`config.mk`:
```
export PLATFORM = sky130hd
export DESIGN_NAME = mem_array_ctrl
export DESIGN_NICKNAME = d
export VERILOG_FILES = /design/src/rtl/mem_array_ctrl.sv
export SDC_FILE = /design/constraint.sdc
export NUM_CORES = 1
export LEC_CHECK = 0
export BUFFER_PORTS_ARGS = -buffer_cell sky130_fd_sc_hd__buf_2
export CORE_UTILIZATION = 50
export DETAILED_ROUTE_END_ITERATION = 10
export PLACE_DENSITY = 0.67
export SETUP_SLACK_MARGIN = 0.1
export SYNTH_ARGS = -nofsm -noshare
export SYNTH_HDL_FRONTEND = slang
export SYNTH_SLANG_ARGS = --single-unit
```
`constraint.sdc`:
```
create_clock -name clk -period 2.4 [get_ports clk]
set_input_delay 0.12 -clock clk [delete_from_list [all_inputs] [get_ports clk]]
set_output_delay 0.12 -clock clk [all_outputs]
set_load 0.01 [all_outputs]
```
`src/rtl/mem_array_ctrl.sv`:
```
// -----------------------------------------------------------------------------
// mem_array_ctrl
//
// Single-port-address word array with byte-enable writes, a self-initialising
// fill sweep after reset, and a fixed-latency read pipeline.
//
// After reset the controller sweeps every word, writing FILL_VAL to one address
// per clock in ascending order. It then enters RUN, where read and write
// requests are serviced. Requests that arrive before RUN are dropped and
// flagged on err.
//
// Request / response protocol:
//   Requests are accepted on a rising edge only while ready is high. There is
//   no backpressure: every accepted read produces exactly one rd_valid pulse
//   1+RD_PIPE cycles after the edge that sampled it, and data_rd is meaningful
//   only while rd_valid is high (it holds its previous value otherwise).
//   A request presented while ready is low is ignored and produces a one-cycle
//   err pulse on the following cycle.
//
// Parameters:
//   ADDRESS_W  address width, depth = 2**ADDRESS_W words
//   DATA_W     word width, must be a multiple of 8
//   RD_PIPE    extra read output register stages (0 or 1)
//   FILL_VAL   value written to every word by the init sweep
//
// Ports:
//   clk        clock, rising edge
//   rst        asynchronous active-low reset
//   address    word address for read or write
//   write_en   write request
//   read_en    read request
//   byte_en    per-byte write mask, bit i covers data_wr[8i+7:8i]
//   data_wr    write data
//   data_rd    read data, valid while rd_valid is high
//   rd_valid   one-cycle pulse per accepted read
//   ready      high once the init sweep is complete
//   err        one-cycle pulse for a request received while not ready
//   dbg_state  current FSM state (0 = INIT, 1 = RUN)
// -----------------------------------------------------------------------------
module mem_array_ctrl #(
    parameter int                ADDRESS_W = 4,
    parameter int                DATA_W    = 16,
    parameter int                RD_PIPE   = 0,
    parameter logic [DATA_W-1:0] FILL_VAL  = {DATA_W{1'b1}}
) (
    input  logic                  clk,
    input  logic                  rst,
    input  logic [ADDRESS_W-1:0]  address,
    input  logic                  write_en,
    input  logic                  read_en,
    input  logic [DATA_W/8-1:0]   byte_en,
    input  logic [DATA_W-1:0]     data_wr,
    output logic [DATA_W-1:0]     data_rd,
    output logic                  rd_valid,
    output logic                  ready,
    output logic                  err,
    output logic                  dbg_state
);

    localparam int DEPTH  = 2 ** ADDRESS_W;
    localparam int NBYTES = DATA_W / 8;

    typedef enum logic {
        ST_INIT = 1'b0,
        ST_RUN  = 1'b1
    } state_t;

    state_t state_q, state_d;

    // One bit wider than the address: the MSB marks "sweep finished" so the
    // counter parks at DEPTH instead of wrapping into a second sweep.
    logic [ADDRESS_W:0] cnt_q, cnt_d;

    logic sweep_we;
    logic wr_req;
    logic rd_req;
    logic err_d;

    logic [DATA_W-1:0] mem_q [DEPTH];

    logic              rd_s1_valid_q;
    logic [DATA_W-1:0] rd_s1_data_q;
    logic              pipe_valid;
    logic [DATA_W-1:0] pipe_data;

    logic              rd_valid_q;
    logic [DATA_W-1:0] data_rd_q;
    logic              err_q;

    // -------------------------------------------------------------------------
    // FSM: state register
    // -------------------------------------------------------------------------
    always_ff @(posedge clk or negedge rst) begin
        if (!rst) begin
            state_q <= ST_INIT;
            cnt_q   <= '0;
        end else begin
            state_q <= state_d;
            cnt_q   <= cnt_d;
        end
    end

    // -------------------------------------------------------------------------
    // FSM: next state and request qualification
    // INIT spends DEPTH cycles writing the fill value, then one more cycle with
    // the sweep finished before moving to RUN; ready follows the registered
    // state, so it rises on the edge after the last sweep write.
    // -------------------------------------------------------------------------
    always_comb begin
        state_d  = state_q;
        cnt_d    = cnt_q;
        sweep_we = 1'b0;
        wr_req   = 1'b0;
        rd_req   = 1'b0;
        err_d    = 1'b0;
        case (state_q)
            ST_INIT: begin
                err_d = write_en | read_en;
                if (!cnt_q[ADDRESS_W]) begin
                    sweep_we = 1'b1;
                    cnt_d    = cnt_q + 1'b1;
                end else begin
                    state_d = ST_RUN;
                end
            end
            ST_RUN: begin
                wr_req = write_en;
                rd_req = read_en;
            end
            default: begin
                state_d = ST_INIT;
            end
        endcase
    end

    // -------------------------------------------------------------------------
    // Storage array. Not reset: contents are only established by the sweep.
    // A write with every byte_en bit low naturally touches nothing.
    // -------------------------------------------------------------------------
    always_ff @(posedge clk) begin
        if (sweep_we) begin
            mem_q[cnt_q[ADDRESS_W-1:0]] <= FILL_VAL;
        end else if (wr_req) begin
            for (int b = 0; b < NBYTES; b++) begin
                if (byte_en[b]) begin
                    mem_q[address][b*8 +: 8] <= data_wr[b*8 +: 8];
                end
            end
        end
    end

    // -------------------------------------------------------------------------
    // Read stage 1: captures the array on the same edge as any write, so a
    // same-address read returns the pre-write word.
    // -------------------------------------------------------------------------
    always_ff @(posedge clk or negedge rst) begin
        if (!rst) begin
            rd_s1_valid_q <= 1'b0;
            rd_s1_data_q  <= '0;
        end else begin
            rd_s1_valid_q <= rd_req;
            if (rd_req) begin
                rd_s1_data_q <= mem_q[address];
            end
        end
    end

    // -------------------------------------------------------------------------
    // Optional extra read stage
    // -------------------------------------------------------------------------
    generate
        if (RD_PIPE == 1) begin : g_rd_pipe
            logic              rd_s2_valid_q;
            logic [DATA_W-1:0] rd_s2_data_q;

            always_ff @(posedge clk or negedge rst) begin
                if (!rst) begin
                    rd_s2_valid_q <= 1'b0;
                    rd_s2_data_q  <= '0;
                end else begin
                    rd_s2_valid_q <= rd_s1_valid_q;
                    if (rd_s1_valid_q) begin
                        rd_s2_data_q <= rd_s1_data_q;
                    end
                end
            end

            assign pipe_valid = rd_s2_valid_q;
            assign pipe_data  = rd_s2_data_q;
        end else begin : g_no_rd_pipe
            assign pipe_valid = rd_s1_valid_q;
            assign pipe_data  = rd_s1_data_q;
        end
    endgenerate

    // -------------------------------------------------------------------------
    // Output registers. data_rd only loads on a valid beat so it holds
    // between pulses; everything clears asynchronously, dropping any read
    // still in the pipeline.
    // -------------------------------------------------------------------------
    always_ff @(posedge clk or negedge rst) begin
        if (!rst) begin
            rd_valid_q <= 1'b0;
            data_rd_q  <= '0;
            err_q      <= 1'b0;
        end else begin
            rd_valid_q <= pipe_valid;
            if (pipe_valid) begin
                data_rd_q <= pipe_data;
            end
            err_q <= err_d;
        end
    end

    assign data_rd   = data_rd_q;
    assign rd_valid  = rd_valid_q;
    assign err       = err_q;
    assign ready     = (state_q == ST_RUN);
    assign dbg_state = state_q;

endmodule

```
==> results of run 1 <==
-- cells in the final DEF, fill, tap and decap left out, drive strengths merged, types with 2 or more instances in the layout --
cell type / count
nand3: 32
mux2: 17
a31o: 2
inv: 5
nand2b: 4
nor3b: 3
nand2: 61
edfxtp: 256
dfrtp: 41
clkbuf: 34
bufinv: 3
clkinv: 14
nor2: 40
nand4: 17
dlygate4sd3: 3
or2: 16
a22oi: 48
nor2b: 2
buf: 59
xnor2: 2
mux2i: 131
a31oi: 4
-- state kept, by name (all words and copies together), names as in the netlist --
register    flops
dbg_state       1
cnt_q           5
pipe_valid      1
pipe_data      16
err             1
data_rd        16
mem_q         256
rd_valid        1
-- metrics by stage --
stage                     hold slack (ns)  instances
final                               0.104       1115
after global routing                0.107       1115
after CTS                          0.0744       1115
after detailed placement            0.329       1061
after global placement              0.300       1061
after floorplan                    -0.176        729
-- synth_stat cells, drive strengths merged --
cell type and count:
or2 16, a31o 2, clkbuf 13, nor3b 3
nand2b 4, dfrtp 41, a22oi 48, xnor2 2
xor2 1, nor2b 2, o21ai 1, buf 27
mux2i 131, edfxtp 256, nand3 32, nor2 40
ha 1, inv 5, a41o 1, and2 1
mux2 17, nand4 17, and3 1, a31oi 4
o211ai 1, nand2 61, nor3 1
-- timing repair --
action / CTS / global route
endpoints found under the setup margin: 0 / 141
resized for setup: 0 / 12
endpoints found under the hold margin: 42 / 0
hold buffers: 3 / 0
-- power by group --
group	switching [W]	total [W]	internal, W
Clock	0.00176	0.00427	0.00252
Combinational	0.000377	0.000587	0.000211
Sequential	0.0000438	0.00574	0.00570
Total	0.00218	0.0106	0.00843
-- how the worst max path moves through the flow --
stage / startpoint / slack, ns / cells after the start / end
floorplan: dbg_state / 0.40 / 6 / mem_q[10][0]
global placement: byte_en[0] / 0.26 / 5 / mem_q[6][13]
detailed placement: dbg_state / 0.18 / 5 / mem_q[4][11]
CTS: dbg_state / 0.17 / 5 / mem_q[4][8]
global route: dbg_state / 0.01 / 5 / mem_q[5][13]
finish: dbg_state / 0.16 / 5 / mem_q[1][15]
-- cell type report --
| type | count | area [um2] | area share, % |
|---|---|---|---|
| Inverter | 5 | 18.8 | 0.141 |
| Multi-Input combinational cell | 387 | 2870 | 21.6 |
| Sequential cell | 297 | 8710 | 65.6 |
| Clock buffer | 34 | 744 | 5.61 |
| Tap cell | 313 | 392 | 2.95 |
| Timing Repair Buffer | 62 | 379 | 2.86 |
| Clock inverter | 17 | 154 | 1.16 |
-- metal layers --
layer  vias up  GRT usage, %  wire (um)
met2       265          31.3      11000
met1      3213          33.0      11500
met4         0          4.53        314
met3        28          2.92       1680
met5         -             0          0
li1       2882             -          -
-- worst min-delay path, delay by kind of cell --
kind	cells	cell delay, ns
buffers and inverters	1	0.16
and+or+nand+nor	3	0.30
-- logic make-up (layout without fill, tap and decap cells) --
logic type / count (synthesis) / count (layout)
AO/OA/AOI/OAI: 57 / 57
multiplexers: 148 / 148
buffers and inverters: 45 / 118
adder cells (fa/ha/maj): 1 / 1
flip-flops: 297 / 297
XOR/XNOR: 3 / 3
AND/OR/NAND/NOR: 178 / 178
==> reports/qor.tcl, run 1 <==
set qor(top_fanout_value_on_the_critical_path) 10
set qor(reg2reg_to) {mem_q[1][15]}
set qor(clockRootBuffer) {clkbuf_16}
set qor(setup.worst_path.class) {flop to flop}
set qor(vdd_ir_drop_max_mv) 0.427
set qor(fin_tns_setup_ns) 0
set qor(setup.reg_to_reg.worst_slack_ns) 0.16
set qor(critPathRequiredTime_ns) 2.56
set qor(postCtsSetupBuffers) 0
set qor(die_width_um) 156
set qor(routedWlPerCell_um) 21.9
set qor(p_total_w) 0.0106
set qor(fp.dieArea_um2) 24300
set qor(timing.max_slew.rel_slack_pct) 33.8
set qor(p_per_area_nw_per_um2) 799
set qor(holdPathEnd) {pipe_data[7]}
set qor(worstRegToRegCells) 5
set qor(cts_tree) {done}
set qor(die_height_um) 156
set qor(clock_tree.htree_level_count) 1
set qor(clk_pin_slew_worst_paths_ns) 0.06
set qor(reg2reg_from) {dbg_state}
set qor(clk_lat_worst_skew_ns) 0.53
set qor(crit_slowest_cell) {nor2_1}
set qor(synth_top_family_by_area) {multiplexers}
set qor(synthesis.area_per_instance_um2) 16.2
set qor(layout-area-overhead-vs-synth_pct) 12.3
set qor(yosys.area_share.adder_pct) 0.106
set qor(critical-path-max-stage-delay_ns) 0.61
set qor(last_weighted_congestion_value_of_the_routability_driven_placer) 0.848
set qor(synthMuxAreaShare_pct) 12.7
set qor(setup-violations-final) 0
set qor(leakage_nw) 4.24
set qor(routed_wirelength_mm) 24.4
set qor(tritoncts.num_buffers) 29
set qor(drive_gt1_share_pct) 19.5
set qor(floorplan.initialDensity_pct) 51.6
set qor(cts_sinks) 297
set qor(post_synth_xor_area_fraction_pct) 0.222
set qor(clock-skew-final_ns) 0.00718
set qor(floorplan.core_area_um2) 22900
set qor(yosys.cell_types.count) 34
set qor(period_utilisation_layout_pct) 93.4
set qor(worst_slack_ns) 0.159
set qor(hold_path_class) {primary input to flop}
set qor(ys_ff_latch) 297
set qor(rsz_0062_raised_after_global_routing) {yes}
set qor(synthesis.instances) 729
set qor(run_status) {finished clean}
set qor(max_freq_mhz) 446
set qor(final.fill_count) 1746
set qor(post-place-ws_ns) 0.179
set qor(post-route-cell-area_um2) 13300
set qor(detail_route.vias_per_cell) 5.73
set qor(first_iter_violations) 692
set qor(synth.largest_area_cell) {edfxtp_1}
set qor(holdCritStartpoint) {address[3]}
set qor(vias) 6388
set qor(remaining_routing_drc_violations) 0
set qor(post_dp_cell_area_um2) 12300
set qor(synth_warnings) 0
set qor(ant_nets) 0
set qor(postLayoutCoreUtil_pct) 57.9
set qor(crit_arrival_ns) 2.40
set qor(grt_first_pass_wirelength_mm) 37.8
set qor(grt_overflow) 0
set qor(synth.top_cells.by_area) {edfxtp_1, mux2i_1, dfrtp_1}
set qor(worstMarginPinSlew_ns) 0.993
set qor(worst_hold_path.num_cells) 4
set qor(diodes) 0
set qor(drv_cap) 0
set qor(synth_compound_area_share_pct) 3.93
set qor(critPathBufInv) 1
set qor(grt_antenna_before_repair) 1
set qor(crit_path_start_kind) {flop}
set qor(report.final.hold_viol_count) 0
set qor(finalMaxSlewViolations) 0
set qor(critical_path_cell_by_cell) {buf_4 -> nor2_1 -> a31o_2 -> nand2_1 -> nor2_1}
set qor(first_global_vias) 6331
set qor(clockBufferDepth) 3
set qor(firstDrtPassIters) 5
set qor(detailed_place_hpwl_mm) 16.2
set qor(final_nets) 809
set qor(netlist.area_leader.share_pct) 65.0
set qor(synthSimpleGateAreaFrac_pct) 7.01
set qor(fin_crit_ns) 2.24
set qor(num_rows) 55
set qor(mappedNetlistNets) 756
set qor(timing.critical_path.mode_cell) {nor2_1}
set qor(critPathCaptureType) {flop}
set qor(timing.critical_path.max_delay_family) {simple AND/OR/NAND/NOR gates}
set qor(post_synth_instance_area_um2) 11800
set qor(boundaryPins) 46
set qor(grt_util_all_layers_pct) 21.0
set qor(portBuffers) 45
set qor(sequential_area_share_after_synthesis_pct) 73.7
set qor(grt_start_max_net_pins) 92
Note: power is estimated with default switching activity, not from simulation.
==> run 2: changes to the inputs <==
Settings changed: CELL_PAD_IN_SITES_DETAIL_PLACEMENT set to 0, CELL_PAD_IN_SITES_GLOBAL_PLACEMENT set to 1, CORE_MARGIN set to 4, PLACE_DENSITY 0.67 to unset, PLACE_DENSITY_LB_ADDON set to 0.1.
==> run 2 against run 1 <==
Sequential power about the same. Largest cell class unchanged. Clock-buffer cell count increased by 4. Critical path depth unchanged. Worst hold slack improved by 0.044 ns. Highest routed layer unchanged. Power increased by 5.3%. Routed wire length increased by 5.7%. Flip-flop and latch count unchanged. Utilization about the same. Maximum frequency increased by 4.5%. Combinational power increased by 3.4%. Global-route usage decreased by 1.1 points.
==> reports/qor.tcl, run 2 (synthesis results as in run 1) <==
set qor(fin_crit_ns) 2.15 ;# -0.0959 ns
set qor(cts_tree) {done}
set qor(top_fanout_value_on_the_critical_path) 18 ;# +8
set qor(fp.dieArea_um2) 26200 ;# +7.9%
set qor(grt_util_all_layers_pct) 19.9 ;# -1.1 points
set qor(hold_path_class) {primary input to flop}
set qor(routed_wirelength_mm) 25.9 ;# +5.7%
set qor(clock_share_of_power_pct) 43.2 ;# +2.9 points
set qor(sw_frac_of_total_pct) 20.4 ;# -0.15 points
set qor(hold_ws_ns) 0.148 ;# +0.0443 ns
set qor(tritoncts.num_buffers) 28 ;# -3.4%
set qor(clk_lat_worst_skew_ns) 0.55 ;# +0.02 ns
set qor(rsz_0062_raised_after_global_routing) {no}
set qor(timing.max_slew.rel_slack_pct) 32.3 ;# -1.5 points
set qor(seq_power_share_pct) 51.4 ;# -2.8 points
set qor(final_nets) 831 ;# +2.7%
set qor(max_freq_mhz) 466 ;# +4.5%
set qor(power.internal_w) 0.00889 ;# +5.5%
set qor(critPathCaptureType) {flop}
set qor(last_weighted_congestion_value_of_the_routability_driven_placer) 0.809 ;# -4.7%
set qor(vdd_ir_drop_max_mv) 0.610 ;# +43%
set qor(worstMarginPinSlew_ns) 1.02 ;# +0.0223 ns
set qor(period_utilisation_layout_pct) 89.4 ;# -4.0 points
set qor(drive_gt1_share_pct) 21.1 ;# +1.6 points
set qor(die_width_um) 162 ;# +3.9%
set qor(diodes) 0 ;# unchanged
set qor(clockRootBuffer) {clkbuf_16}
set qor(power.combinational.fraction_pct) 5.4 ;# about the same
set qor(ant_nets) 0 ;# unchanged
set qor(first_iter_violations) 615 ;# -11%
set qor(die_height_um) 162 ;# +3.9%
set qor(floorplan.initialDensity_pct) 50.5 ;# -1.1 points
set qor(report.final.hold_viol_count) 0 ;# unchanged
set qor(routedWlPerCell_um) 22.6 ;# +3.0%
set qor(clk_pin_slew_worst_paths_ns) 0.06 ;# about the same
set qor(worstRegToRegCells) 5 ;# unchanged
set qor(vias) 6389 ;# +0.016%
set qor(p_per_area_nw_per_um2) 824 ;# +3.1%
set qor(largest_register) {mem_q}
set qor(layout-area-overhead-vs-synth_pct) 14.7
set qor(holdCritStartpoint) {data_wr[10]}
set qor(postLayoutCoreUtil_pct) 57.9 ;# about the same
set qor(grt_overflow) 0 ;# unchanged
set qor(setup.worst_path.class) {flop to flop}
set qor(floorplan.core_area_um2) 23400 ;# +2.1%
set qor(setup.reg_to_reg.worst_slack_ns) 0.25 ;# +0.10 ns
set qor(reg2reg_from) {dbg_state}
set qor(drv_cap) 0 ;# unchanged
set qor(firstDrtPassIters) 4 ;# -1
set qor(grt_first_pass_wirelength_mm) 39.0 ;# +3.1%
set qor(leading_cell_type_in_the_layout_fill_and_taps_excluded) {edfxtp_1}
set qor(clock-skew-final_ns) 0.0115 ;# +0.00432 ns
set qor(final.fill_count) 1837 ;# +5.2%
set qor(run_status) {finished clean}
set qor(final_cell_mix) {edfxtp_1, mux2i_1, nand2_1}
set qor(largest_register_ffs) 256 ;# unchanged
set qor(finalMaxSlewViolations) 0 ;# unchanged
set qor(crit_path_start_kind) {flop}
set qor(portBuffers) 45 ;# unchanged
set qor(clockBufferDepth) 3 ;# unchanged
set qor(reg2reg_to) {mem_q[2][7]}
set qor(first_global_vias) 6392 ;# +0.96%
set qor(num_rows) 56 ;# +1.8%
set qor(cts_sinks) 297 ;# unchanged
set qor(remaining_routing_drc_violations) 0 ;# unchanged
set qor(clock_tree.htree_level_count) 1 ;# unchanged
set qor(grt_antenna_before_repair) 0 ;# -1
set qor(detail_route.vias_per_cell) 5.58 ;# -2.6%
set qor(detailed_place_hpwl_mm) 16.8 ;# +3.8%
set qor(leakage_nw) 4.42 ;# +4.4%
set qor(holdPathEnd) {mem_q[8][10]}
set qor(grt_start_max_net_pins) 73 ;# -21%
set qor(setup-violations-final) 0 ;# unchanged
set qor(boundaryPins) 46 ;# unchanged
set qor(power_switching_w) 0.00228 ;# +4.6%
set qor(critPathRequiredTime_ns) 2.57 ;# about the same
set qor(crit_arrival_ns) 2.32 ;# -0.08 ns
set qor(worst_hold_path.num_cells) 2 ;# -2
set qor(fin_tns_setup_ns) 0 ;# unchanged
[run 2: layout make-up]
cell class / count / area (um2) / share of cell area [%]
sequential: 297 / 8710 / 64.3
multi-input combinational: 387 / 2840 / 21.0
clock buffer: 38 / 841 / 6.20
timing repair buffer: 85 / 552 / 4.07
tap: 319 / 399 / 2.94
clock inverter: 14 / 195 / 1.44
inverter: 5 / 18.8 / 0.138
[run 2: critical path, stage by stage, from the launching register on]
cell	delay (ns)
dfrtp_1	0.39
o211ai_4	0.23
nor3b_1	0.31
a31oi_2	0.06
buf_4	0.20
nor2_1	0.56
[run 2: how the worst max path moves through the flow]
stage	cells after the start	from	slack, ns	end
after floorplan	6	dbg_state	0.40	mem_q[10][0]
after global placement	5	byte_en[0]	0.33	mem_q[7][8]
after detailed placement	5	byte_en[0]	0.22	mem_q[14][6]
after CTS	5	dbg_state	0.24	mem_q[2][6]
after global routing	5	dbg_state	0.15	mem_q[12][3]
final	5	dbg_state	0.25	mem_q[2][7]
[run 2: layer usage]
layer	vias to the layer above	track usage [%]	part of all wire, %
met5	-	0	0
met4	0	4.61	2.4
met3	43	2.66	6.1
met2	211	29.9	45
met1	3201	31.4	47
li1	2934	-	-
[run 2: repair_timing]
item,4_1_cts,5_1_grt
hold endpoints to repair,42,0
gates resized for setup,0,0
hold buffers,3,0
setup buffers,0,0
[run 2: power by group through the flow]
stage / clock (W) / combinational, W / sequential [W]
after global placement: 0 / 0.000596 / 0.00585
after floorplan: 0 / 0.000351 / 0.00586
after CTS: 0.00490 / 0.000614 / 0.00574
final: 0.00482 / 0.000607 / 0.00574
after global routing: 0.00516 / 0.000658 / 0.00575
after detailed placement: 0 / 0.000609 / 0.00585
[run 2: metrics by stage]
| stage | worst slack [ns] | cells | total power, W | area [um2] |
|---|---|---|---|---|
| global placement | 0.332 | 1090 | 0.00644 | 12500 |
| detailed placement | 0.222 | 1090 | 0.00646 | 12500 |
| CTS | 0.239 | 1145 | 0.0113 | 13600 |
| finish | 0.254 | 1145 | 0.0112 | 13600 |
| floorplan | 0.401 | 729 | 0.00621 | 11800 |
| global route | 0.146 | 1145 | 0.0116 | 13600 |
